===== src/rtl/segment_display_arbiter_if.sv =====
`default_nettype none
// ============================================================================
// Module      : segment_display_arbiter_if
// Description : Request/grant bundle between the three value producers and
//               the two-digit display arbiter.
//               slave  - arbiter side (samples requests and values, drives
//                        grant and busy)
//               master - requester side (drives requests and values,
//                        observes grant and busy)
//   i_Req     [2:0] level request, bit n belongs to requester n
//   i_Value_0 [6:0] requester 0 value, 0-99
//   i_Value_1 [6:0] requester 1 value, 0-99
//   i_Value_2 [6:0] requester 2 value, 0-99
//   o_Grant   [2:0] one-hot grant, all zero when idle
//   o_Busy          OR of o_Grant
// Revision    : 1.0 - initial release
// ============================================================================
interface segment_display_arbiter_if;
    logic [2:0] i_Req;
    logic [6:0] i_Value_0;
    logic [6:0] i_Value_1;
    logic [6:0] i_Value_2;
    logic [2:0] o_Grant;
    logic       o_Busy;

    modport slave (
        input  i_Req,
        input  i_Value_0,
        input  i_Value_1,
        input  i_Value_2,
        output o_Grant,
        output o_Busy
    );

    modport master (
        output i_Req,
        output i_Value_0,
        output i_Value_1,
        output i_Value_2,
        input  o_Grant,
        input  o_Busy
    );
endinterface
`default_nettype wire


===== src/rtl/segment_display_arbiter.sv =====
`default_nettype none
// ============================================================================
// Module      : segment_display_arbiter
// Description : Round-robin arbiter sharing the board's two 7-segment digits
//               among three requesters. A new grant is protected from
//               preemption for HOLD_CYCLES cycles; after that any other
//               requester takes over in round-robin order. The granted value
//               is split into tens/units and drives both digits active-low.
//   i_Clk              system clock (25 MHz)
//   i_Rst_L            asynchronous active-low reset
//   bus (slave)        requests, values, grant, busy
//   o_Segment1_A..G    tens digit (left), active-low
//   o_Segment2_A..G    units digit (right), active-low
// Revision    : 1.0 - initial release
// ============================================================================
module segment_display_arbiter #(
    parameter int HOLD_CYCLES = 12_500_000
) (
    input  wire                         i_Clk,
    input  wire                         i_Rst_L,
    segment_display_arbiter_if.slave    bus,
    output logic                        o_Segment1_A,
    output logic                        o_Segment1_B,
    output logic                        o_Segment1_C,
    output logic                        o_Segment1_D,
    output logic                        o_Segment1_E,
    output logic                        o_Segment1_F,
    output logic                        o_Segment1_G,
    output logic                        o_Segment2_A,
    output logic                        o_Segment2_B,
    output logic                        o_Segment2_C,
    output logic                        o_Segment2_D,
    output logic                        o_Segment2_E,
    output logic                        o_Segment2_F,
    output logic                        o_Segment2_G
);

    localparam int                 c_CNT_W     = $clog2(HOLD_CYCLES + 1);
    localparam logic [c_CNT_W-1:0] c_HOLD_LAST = c_CNT_W'(HOLD_CYCLES - 1);
    // {G,F,E,D,C,B,A}, active-low
    localparam logic [6:0]         c_SEG_BLANK = 7'b111_1111;
    localparam logic [6:0]         c_SEG_DASH  = 7'b011_1111;

    typedef enum logic [1:0] {
        S_IDLE = 2'd0,
        S_HOLD = 2'd1,
        S_OPEN = 2'd2
    } t_state;

    t_state               r_State;
    logic [2:0]           r_Grant;
    logic                 r_Busy;
    logic [1:0]           r_Last;
    logic [c_CNT_W-1:0]   r_Count;
    logic [6:0]           r_Value;
    logic                 r_Value_Valid;
    logic [6:0]           r_Seg1;
    logic [6:0]           r_Seg2;

    logic [1:0]           w_Order0;
    logic [1:0]           w_Order1;
    logic [1:0]           w_Order2;
    logic                 w_Pick_Valid;
    logic [1:0]           w_Pick_Idx;
    logic                 w_Holder_Req;
    logic                 w_Others_Req;
    logic [6:0]           w_Granted_Value;
    logic [3:0]           w_Tens;
    logic [3:0]           w_Units;
    logic [6:0]           w_Disp1;
    logic [6:0]           w_Disp2;

    function automatic logic [1:0] f_next(input logic [1:0] idx);
        f_next = (idx >= 2'd2) ? 2'd0 : idx + 2'd1;
    endfunction

    function automatic logic [2:0] f_onehot(input logic [1:0] idx);
        f_onehot = 3'(3'b001 << idx);
    endfunction

    // Active-high {G,F,E,D,C,B,A} pattern for a decimal digit.
    function automatic logic [6:0] f_digit(input logic [3:0] d);
        case (d)
            4'd0:    f_digit = 7'b011_1111;
            4'd1:    f_digit = 7'b000_0110;
            4'd2:    f_digit = 7'b101_1011;
            4'd3:    f_digit = 7'b100_1111;
            4'd4:    f_digit = 7'b110_0110;
            4'd5:    f_digit = 7'b110_1101;
            4'd6:    f_digit = 7'b111_1101;
            4'd7:    f_digit = 7'b000_0111;
            4'd8:    f_digit = 7'b111_1111;
            4'd9:    f_digit = 7'b110_1111;
            default: f_digit = 7'b000_0000;
        endcase
    endfunction

    // Search order starts one past the last holder, so the current holder is
    // always the last candidate: picking the first active requester in this
    // order yields a non-holder whenever one is requesting.
    always_comb begin
        w_Order0     = f_next(r_Last);
        w_Order1     = f_next(w_Order0);
        w_Order2     = f_next(w_Order1);
        w_Pick_Valid = |bus.i_Req;
        w_Pick_Idx   = w_Order2;
        if (bus.i_Req[w_Order1]) w_Pick_Idx = w_Order1;
        if (bus.i_Req[w_Order0]) w_Pick_Idx = w_Order0;
    end

    assign w_Holder_Req = |(bus.i_Req & r_Grant);
    assign w_Others_Req = |(bus.i_Req & ~r_Grant);

    always_comb begin
        case (r_Grant)
            3'b001:  w_Granted_Value = bus.i_Value_0;
            3'b010:  w_Granted_Value = bus.i_Value_1;
            3'b100:  w_Granted_Value = bus.i_Value_2;
            default: w_Granted_Value = r_Value;
        endcase
    end

    assign w_Tens  = 4'(r_Value / 7'd10);
    assign w_Units = 4'(r_Value % 7'd10);

    always_comb begin
        if (r_Value > 7'd99) begin
            w_Disp1 = c_SEG_DASH;
            w_Disp2 = c_SEG_DASH;
        end else begin
            w_Disp1 = ~f_digit(w_Tens);
            w_Disp2 = ~f_digit(w_Units);
        end
    end

    always_ff @(posedge i_Clk or negedge i_Rst_L) begin
        if (!i_Rst_L) begin
            r_State       <= S_IDLE;
            r_Grant       <= 3'b000;
            r_Busy        <= 1'b0;
            r_Last        <= 2'd2;
            r_Count       <= '0;
            r_Value       <= 7'd0;
            r_Value_Valid <= 1'b0;
            r_Seg1        <= c_SEG_BLANK;
            r_Seg2        <= c_SEG_BLANK;
        end else begin
            // ---------------- arbitration ----------------
            case (r_State)
                S_IDLE: begin
                    if (w_Pick_Valid) begin
                        r_State <= S_HOLD;
                        r_Grant <= f_onehot(w_Pick_Idx);
                        r_Busy  <= 1'b1;
                        r_Last  <= w_Pick_Idx;
                        r_Count <= '0;
                    end
                end

                S_HOLD, S_OPEN: begin
                    if (!w_Holder_Req) begin
                        // Release takes priority over hold expiry.
                        if (w_Pick_Valid) begin
                            r_State <= S_HOLD;
                            r_Grant <= f_onehot(w_Pick_Idx);
                            r_Busy  <= 1'b1;
                            r_Last  <= w_Pick_Idx;
                            r_Count <= '0;
                        end else begin
                            r_State <= S_IDLE;
                            r_Grant <= 3'b000;
                            r_Busy  <= 1'b0;
                        end
                    end else if (r_State == S_OPEN || r_Count == c_HOLD_LAST) begin
                        // Hold has run its full length: preemptible now.
                        if (w_Others_Req) begin
                            r_State <= S_HOLD;
                            r_Grant <= f_onehot(w_Pick_Idx);
                            r_Busy  <= 1'b1;
                            r_Last  <= w_Pick_Idx;
                            r_Count <= '0;
                        end else begin
                            r_State <= S_OPEN;
                        end
                    end else begin
                        r_Count <= r_Count + 1'b1;
                    end
                end

                default: begin
                    r_State <= S_IDLE;
                    r_Grant <= 3'b000;
                    r_Busy  <= 1'b0;
                end
            endcase

            // ---------------- datapath ----------------
            // r_Value_Valid lags the grant by one cycle so the first displayed
            // value after a fresh grant is the newly loaded one, not a stale
            // value left from an earlier holder.
            r_Value       <= w_Granted_Value;
            r_Value_Valid <= |r_Grant;
            if (r_Value_Valid && (|r_Grant)) begin
                r_Seg1 <= w_Disp1;
                r_Seg2 <= w_Disp2;
            end else begin
                r_Seg1 <= c_SEG_BLANK;
                r_Seg2 <= c_SEG_BLANK;
            end
        end
    end

    assign bus.o_Grant = r_Grant;
    assign bus.o_Busy  = r_Busy;

    assign o_Segment1_A = r_Seg1[0];
    assign o_Segment1_B = r_Seg1[1];
    assign o_Segment1_C = r_Seg1[2];
    assign o_Segment1_D = r_Seg1[3];
    assign o_Segment1_E = r_Seg1[4];
    assign o_Segment1_F = r_Seg1[5];
    assign o_Segment1_G = r_Seg1[6];
    assign o_Segment2_A = r_Seg2[0];
    assign o_Segment2_B = r_Seg2[1];
    assign o_Segment2_C = r_Seg2[2];
    assign o_Segment2_D = r_Seg2[3];
    assign o_Segment2_E = r_Seg2[4];
    assign o_Segment2_F = r_Seg2[5];
    assign o_Segment2_G = r_Seg2[6];

endmodule
`default_nettype wire


===== src/flat_wrapper.sv =====
// flat-port wrapper written by rule: the top's interface ports become plain ports
module segment_display_arbiter_flat 
#(
    parameter int HOLD_CYCLES = 12_500_000
)
  (i_Clk, i_Rst_L, o_Segment1_A, o_Segment1_B, o_Segment1_C, o_Segment1_D, o_Segment1_E, o_Segment1_F, o_Segment1_G, o_Segment2_A, o_Segment2_B, o_Segment2_C, o_Segment2_D, o_Segment2_E, o_Segment2_F, o_Segment2_G, bus_i_Req, bus_i_Value_0, bus_i_Value_1, bus_i_Value_2, bus_o_Grant, bus_o_Busy);
  segment_display_arbiter_if bus_i ();
  input  wire i_Clk;
  input  wire i_Rst_L;
  output logic o_Segment1_A;
  output logic o_Segment1_B;
  output logic o_Segment1_C;
  output logic o_Segment1_D;
  output logic o_Segment1_E;
  output logic o_Segment1_F;
  output logic o_Segment1_G;
  output logic o_Segment2_A;
  output logic o_Segment2_B;
  output logic o_Segment2_C;
  output logic o_Segment2_D;
  output logic o_Segment2_E;
  output logic o_Segment2_F;
  output logic o_Segment2_G;
  input wire logic [$bits(bus_i.i_Req)-1:0] bus_i_Req;
  input wire logic [$bits(bus_i.i_Value_0)-1:0] bus_i_Value_0;
  input wire logic [$bits(bus_i.i_Value_1)-1:0] bus_i_Value_1;
  input wire logic [$bits(bus_i.i_Value_2)-1:0] bus_i_Value_2;
  output wire logic [$bits(bus_i.o_Grant)-1:0] bus_o_Grant;
  output wire logic [$bits(bus_i.o_Busy)-1:0] bus_o_Busy;
  assign bus_i.i_Req = bus_i_Req;
  assign bus_i.i_Value_0 = bus_i_Value_0;
  assign bus_i.i_Value_1 = bus_i_Value_1;
  assign bus_i.i_Value_2 = bus_i_Value_2;
  assign bus_o_Grant = bus_i.o_Grant;
  assign bus_o_Busy = bus_i.o_Busy;
  segment_display_arbiter #(.HOLD_CYCLES(HOLD_CYCLES)) u_core (.i_Clk(i_Clk), .i_Rst_L(i_Rst_L), .bus(bus_i), .o_Segment1_A(o_Segment1_A), .o_Segment1_B(o_Segment1_B), .o_Segment1_C(o_Segment1_C), .o_Segment1_D(o_Segment1_D), .o_Segment1_E(o_Segment1_E), .o_Segment1_F(o_Segment1_F), .o_Segment1_G(o_Segment1_G), .o_Segment2_A(o_Segment2_A), .o_Segment2_B(o_Segment2_B), .o_Segment2_C(o_Segment2_C), .o_Segment2_D(o_Segment2_D), .o_Segment2_E(o_Segment2_E), .o_Segment2_F(o_Segment2_F), .o_Segment2_G(o_Segment2_G));
endmodule

===== config.mk =====
export PLATFORM = sky130hd
export DESIGN_NAME = segment_display_arbiter_flat
export DESIGN_NICKNAME = d
export VERILOG_FILES = /design/src/rtl/segment_display_arbiter_if.sv /design/src/rtl/segment_display_arbiter.sv /design/src/flat_wrapper.sv
export SDC_FILE = /design/constraint.sdc
export NUM_CORES = 1
export LEC_CHECK = 0
export BUFFER_PORTS_ARGS = -buffer_cell sky130_fd_sc_hd__clkbuf_2
export CAP_MARGIN = 30
export CORE_MARGIN = 4
export CORE_UTILIZATION = 30
export DETAILED_ROUTE_END_ITERATION = 7
export GPL_TIMING_DRIVEN = 0
export PLACE_DENSITY_LB_ADDON = 0.12
export SLEW_MARGIN = 20
export SYNTH_ARGS = -nofsm -noshare
export SYNTH_HDL_FRONTEND = slang
export SYNTH_SLANG_ARGS = --single-unit

===== constraint.sdc =====
create_clock -name i_Clk -period 3.27 [get_ports i_Clk]
set_input_delay 0 -clock i_Clk [delete_from_list [all_inputs] [get_ports i_Clk]]
set_output_delay 0 -clock i_Clk [all_outputs]
set_load 0.05 [all_outputs]

# After elaboration in Yosys (flattened, before gate mapping)
# Memories as Yosys holds them, arrays and structs flattened.
# Cells that the tools add are included.
word_totals:
  out_inout_bits: 18
  mem_bits_ro: 224
  ff_bits: 54
  memories: 2
  inputBits: 26
  word_cells: 97
mem_list:
  columns: ["name", "depth", "width", "rd", "rd_clocked_by_memory_dff", "write_ports", "line", "source"]
  rows:
  - ["(name not given)", 16, 7, 1, 0, 0, "segment_display_arbiter.sv:83", "case (d)"]
  - ["(name not given)", 16, 7, 1, 0, 0, "segment_display_arbiter.sv:83", null]
op_classes:
  n_addsub: 4
  n_mux: 44
  n_div: 2
  eq_ne: 10
  n_shift: 1
  magnitude_cmp: 6
  bitwise: 5
  n_reduce_logical: 14
ops:
  columns: ["operator", "n"]
  rows:
  - ["$mux W24", 4]
  - ["$pmux W24 S2", 1]
  - ["$mux W7", 6]
  - ["$mux W2", 13]
  - ["$add A24 B1 Y24 const B", 1]
  - ["$eq A24 B24 Y1 const B", 1]
  - ["$pmux W7 S3", 1]
  - ["$mux W3", 5]
  - ["$not A7 Y7", 2]
  - ["$reduce_or A3 Y1", 4]
  - ["$mux W1", 8]
  - ["$pmux W2 S2", 2]
  - ["$div A7 B4 Y7 const B", 1]
  - ["$gt A7 B7 Y1 const B", 1]
  - ["$mod A7 B4 Y7 const B", 1]
  - ["$add A2 B1 Y2 const B", 3]
  - ["$and A3 B3 Y3", 2]
  - ["$ge A2 B2 Y1 const B", 3]
  - ["$lt A2 B3 Y1 const B", 2]
  - ["$ne A3 B3 Y1 const B", 2]
  - ["$pmux W3 S2", 1]
  - ["$reduce_and A3 Y1", 2]
  - ["$bmux W1 S2", 2]
  - ["$ne A4 B4 Y1 const B", 1]
  - ["16 further kinds", 17]

# Depth between registers and ports, before layout
logic_depth:
  ltp_word: 13
  mapped_depth: 18
  mapped_depth_nobuf: 16

# Worst setup path after synthesis
# OpenSTA, ideal clock, no wires.
synth_timing:
  path_type: "reg2reg"
  start: "register u_core.r_Value[2]"
  end: "register u_core.r_Seg2[6]"
  arrival_ns: 3.140
  stages_incl_launch_ff: 16
  path_buffers: 2
  slack_ns: 0.040
  setup_ns: 0.089
  cell_sequence: "dfrtp_1 buf_2 buf_2 nor2b_1 o21ai_0 a21oi_1 a221oi_1 ha_1 a211oi_1 o311ai_1 o221ai_2 inv_2 xnor2_1 ha_1 o41ai_1 a21oi_1"
synth_via:
  elab_chain_len: 6
  word_cells_on_any_way: 7
  classes_between: "1 x div; 1 x order compare; 3 x mux; 1 x bitwise; 1 x memory"
synth_rtl:
  columns: ["item", "line", "source"]
  rows:
  - ["start, declared", "segment_display_arbiter.sv:55", "logic [6:0] r_Value;"]
  - ["start signal, assigned", "segment_display_arbiter.sv:201", "r_Value <= w_Granted_Value;"]
  - ["$mod A7 B4 Y7", "segment_display_arbiter.sv:124", "assign w_Units = 4'(r_Value % 7'd10);"]
  - ["$mem_v2 Z16 W7", null, null]
  - ["$mux W7", "segment_display_arbiter.sv:127", "if (r_Value > 7'd99) begin"]
  - ["$not A7 Y7", "segment_display_arbiter.sv:132", "w_Disp2 = ~f_digit(w_Units);"]
  - ["$mux W7 *", "segment_display_arbiter.sv:127", null]
  - ["$mux W7 *", "segment_display_arbiter.sv:203", "if (r_Value_Valid && (|r_Grant)) begin"]
  - ["end signal, assigned", "segment_display_arbiter.sv:146", "r_Seg2 <= c_SEG_BLANK;"]
  - ["end signal, assigned", "segment_display_arbiter.sv:205", "r_Seg2 <= w_Disp2;"]
  - ["end signal, assigned", "segment_display_arbiter.sv:208", "r_Seg2 <= c_SEG_BLANK;"]
  - ["end, declared", "segment_display_arbiter.sv:58", "logic [6:0] r_Seg2;"]
# Mark *: on every way between the ends. The rest lies on a longest branch, timed or not. The select of a mux whose other input is x is not followed.
# A chain may end at the register's enable or synchronous reset.

# Worst setup path after layout
layout_timing:
  start: "register u_core.r_Value[4]"
  end: "register u_core.r_Seg2[6]"
# The elaborated chain is that of the path after synthesis.

==> results.ini <==
[yosys]
post-synth-top-area-cell=dfrtp_1
yosys.cell_count.top_type=o21ai_0
synthArstFlopShare_pct=100
synth_area_leaders=dfrtp_1, dfstp_2, o21ai_0, ha_1, nand2_1
ys_warn_count=0
ys_ff_latch=54
synthTopCellsByCount=o21ai_0, nand2_1, dfrtp_1, nor2_1, a21oi_1
seq_area_frac_synth_pct=37.8
syn-num-nets=466
avgSynthCellArea_sq_um=8.52
synth.top_cell.area_share_pct=27.0
synth_cell_types=72
syn_inst=425
synth_flop_cell=dfrtp_1
synth-edff-count=0
syn_area_sq_mm=0.00362

[global_route]
grt_usage_pct=14.7
grt_pass1_vias=3305
antenna_found_initial=0
grt-ovfl-total=0
grt_first_pass_wirelength_um=16800
grt_max_degree=44

[place]
place_hpwl_um=7150
io_buffers=43
gp_congestion=0.861
post-place-ws_ns=-0.541

[critical_path]
reg2reg_slack_ns=0.20
crit_path_cell_trace=clkbuf_4, nand2b_4, and2_1, a221oi_2, ha_2, a31oi_1, o311ai_2, o221ai_2, inv_2, xnor2_4, ha_2, o41ai_2, a21oi_1
critPathLaunchType=flip-flop
end_kind=flip-flop
reg2reg_to=u_core.r_Seg2[6]
cpMaxStageDelayCell=dfrtp_1
crit_type=reg2reg
arrival_ns=3.29
crit_top_cell=ha_2
crit_family=compound AO/OA/AOI/OAI gates
max_stage_delay_ns=0.40
worst-path-buf-inv=2
r2r-start=u_core.r_Value[4]
worstPathMaxFanout=10
worst_ep_required_time_ns=3.49
reg2reg_depth=13

[layout]
antenna_cells=0
area_delta_synth_final_pct=21.3
post-route-util_pct=37.8
layout-drive-gt1-share_pct=24.5
num-fill-cells=1207
finalNetCount=530

[min_path]
min-delay-start=bus_i_Value_1[6]
min_to=u_core.r_Value[6]
hold_path.class=in2reg
hold_depth=3

[cts]
clockBufferDepth=2
cts_max_level=2
numCtsBuffers=5
clock_latency_ns=0.30
cts_tree=built
cts_sinks=54
root_buffer=clkbuf_16
clk_pin_slew_worst_paths_ns=0.07

[power]
p_sw_share_pct=48.9
p_int_mw=2.47
power_frac_seq_pct=20.1
power.switching_mw=2.37
leakagePower_nw=1.88
cellPowerDensity_mw_per_mm2=1100
pwr-share-comb_pct=68.6
peakVddDrop_mv=0.448
power_frac_clock_pct=11.2

[sta]
clock_skew_ns=0.00370
fmax_ghz=0.326
finalHoldViolCount=0
fin_crit_sh_pct=93.9
fin_ws_ns=0.199
final_max_slew_viol_count=0
period_minus_slack_ns=3.07
tightest_slew_ns=0.542
setup_violations=0
max_slew_margin_pct=62.9

[die]
initial_core_util_pct=31.2
core_sq_mm=0.0116
rows=39
io_pins=44
die-area_sq_mm=0.0139
chipWidth_um=118
die_h_um=118

[run]
maxCapViolCount=0

[run_status]
status=finished, final reports clean

[routing]
drt_pass1_iterations=5
num_vias=3387
wirelength_um=9930
drc=0
post_drt_wl_per_cell_um=15.7
drtAntennaViolNets=0
viasPerCell=5.35
first_iter_violations=176

==> tightest hold or removal path, cell delays in order <==
cell and delay, ns:
clkbuf_2 0.08, o221ai_1 0.13, a21oi_1 0.07
==> stage by stage <==
stage          setup TNS [ns]  power (mW)  cells  instance area [sq um]  hold WS (ns)
2_1_floorplan               0        3.25    425                   3620        -0.296
3_3_place_gp            -4.07        3.91    611                   4020         0.286
3_5_place_dp            -4.33        3.93    612                   4050       -0.0910
4_1_cts                     0        4.67    631                   4310        0.0161
5_1_grt               -0.0247        5.31    633                   4390        0.0443
6_report                    0        4.85    633                   4390        0.0226
==> logic make-up (layout without fill, tap and decap cells) <==
group,count (synthesis),in the layout,synth area share (%)
AOI/OAI and AO/OA,153,153,26.4
and+or+nand+nor,150,150,21.9
DFF,54,54,37.8
buffers and inverters,41,106,5.32
adders and majority gates,15,15,5.18
muxes,8,8,2.38
xor gates and xnor gates,4,4,0.967
==> flip-flops by register name, summed over array words and instances (netlist names) <==
signal	cells
u_core.r_Value	7
u_core.r_Seg1	7
u_core.r_Count	24
u_core.bus.o_Busy	1
u_core.r_State	2
u_core.bus.o_Grant	3
u_core.r_Seg2	7
u_core.r_Last	2
u_core.r_Value_Valid	1
==> power by group through the flow <==
stage	combinational [mW]	sequential [mW]	clock [mW]
after floorplan	2.07	1.19	0
after global placement	2.93	0.971	0
after detailed placement	2.96	0.973	0
after CTS	3.13	0.962	0.578
after global routing	3.71	0.999	0.605
final	3.33	0.975	0.544
==> final cells by class <==
class / instances / area (sq um) / area share (%)
multi-input cells: 330 / 2130 / 48.4
flip-flops and latches: 54 / 1370 / 31.2
repair buffers: 58 / 368 / 8.37
well taps: 143 / 179 / 4.07
clock buffers: 7 / 143 / 3.25
plain buffers: 22 / 129 / 2.93
inverters: 18 / 71.3 / 1.62
clock inverters: 1 / 5.00 / 0.114
==> worst max path at each step <==
stage                       from                to  slack [ns]  depth (start not counted)
3_5_place_dp   u_core.r_Value[2]  u_core.r_Seg2[5]       -0.54                         17
5_1_grt        u_core.r_Value[4]  u_core.r_Seg2[5]       -0.01                         16
2_1_floorplan  u_core.r_Value[2]  u_core.r_Seg2[6]        0.04                         15
3_3_place_gp   u_core.r_Value[2]  u_core.r_Seg2[6]       -0.54                         15
4_1_cts        u_core.r_Value[2]  u_core.r_Seg2[6]        0.02                         15
6_report       u_core.r_Value[4]  u_core.r_Seg2[6]        0.20                         13
==> routing by layer <==
layer	global-route usage, %	up-vias	part of all wire [%]
met5	0	-	0
met4	3.52	0	1.0
met3	3.60	11	5.1
met2	22.6	82	44
met1	20.9	1611	50
li1	-	1683	-
==> placed cells by master (no fill, tap or decap), types with 3 or more instances in the layout <==
cell type / Yosys / layout
a211oi_1: 5 / 5
a21o_1: 4 / 4
a21oi_1: 21 / 20
a221oi_1: 4 / 3
a22o_1: 3 / 3
a31oi_1: 8 / 8
and2_1: 7 / 7
and3_1: 5 / 5
buf_2: 12 / 9
buf_4: 2 / 9
buf_6: 2 / 3
clkbuf_1: 6 / 7
clkbuf_16: 0 / 5
clkbuf_2: 1 / 43
dfrtp_1: 39 / 38
dfstp_2: 15 / 15
dlygate4sd3_1: 0 / 7
ha_1: 15 / 13
inv_1: 16 / 15
mux2_2: 3 / 3
nand2_1: 47 / 47
nand2b_1: 9 / 8
nand3_1: 8 / 8
nand4_1: 9 / 9
nor2_1: 27 / 26
nor2b_1: 8 / 7
nor3_1: 8 / 8
o21ai_0: 59 / 56
o21ai_1: 11 / 13
o22ai_1: 11 / 11
o31ai_1: 5 / 5
xnor2_1: 4 / 3
==> timing repair <==
item / 4_1_cts / 5_1_grt
resized for setup: 5 / 18
setup endpoints to repair: 14 / 13
gates cloned: 0 / 0
endpoints found under the hold margin: 47 / 0
buffers inserted: 4 / 3
hold buffers: 7 / 0
pin swaps: 2 / 7
(Power assumes the default switching activity.)
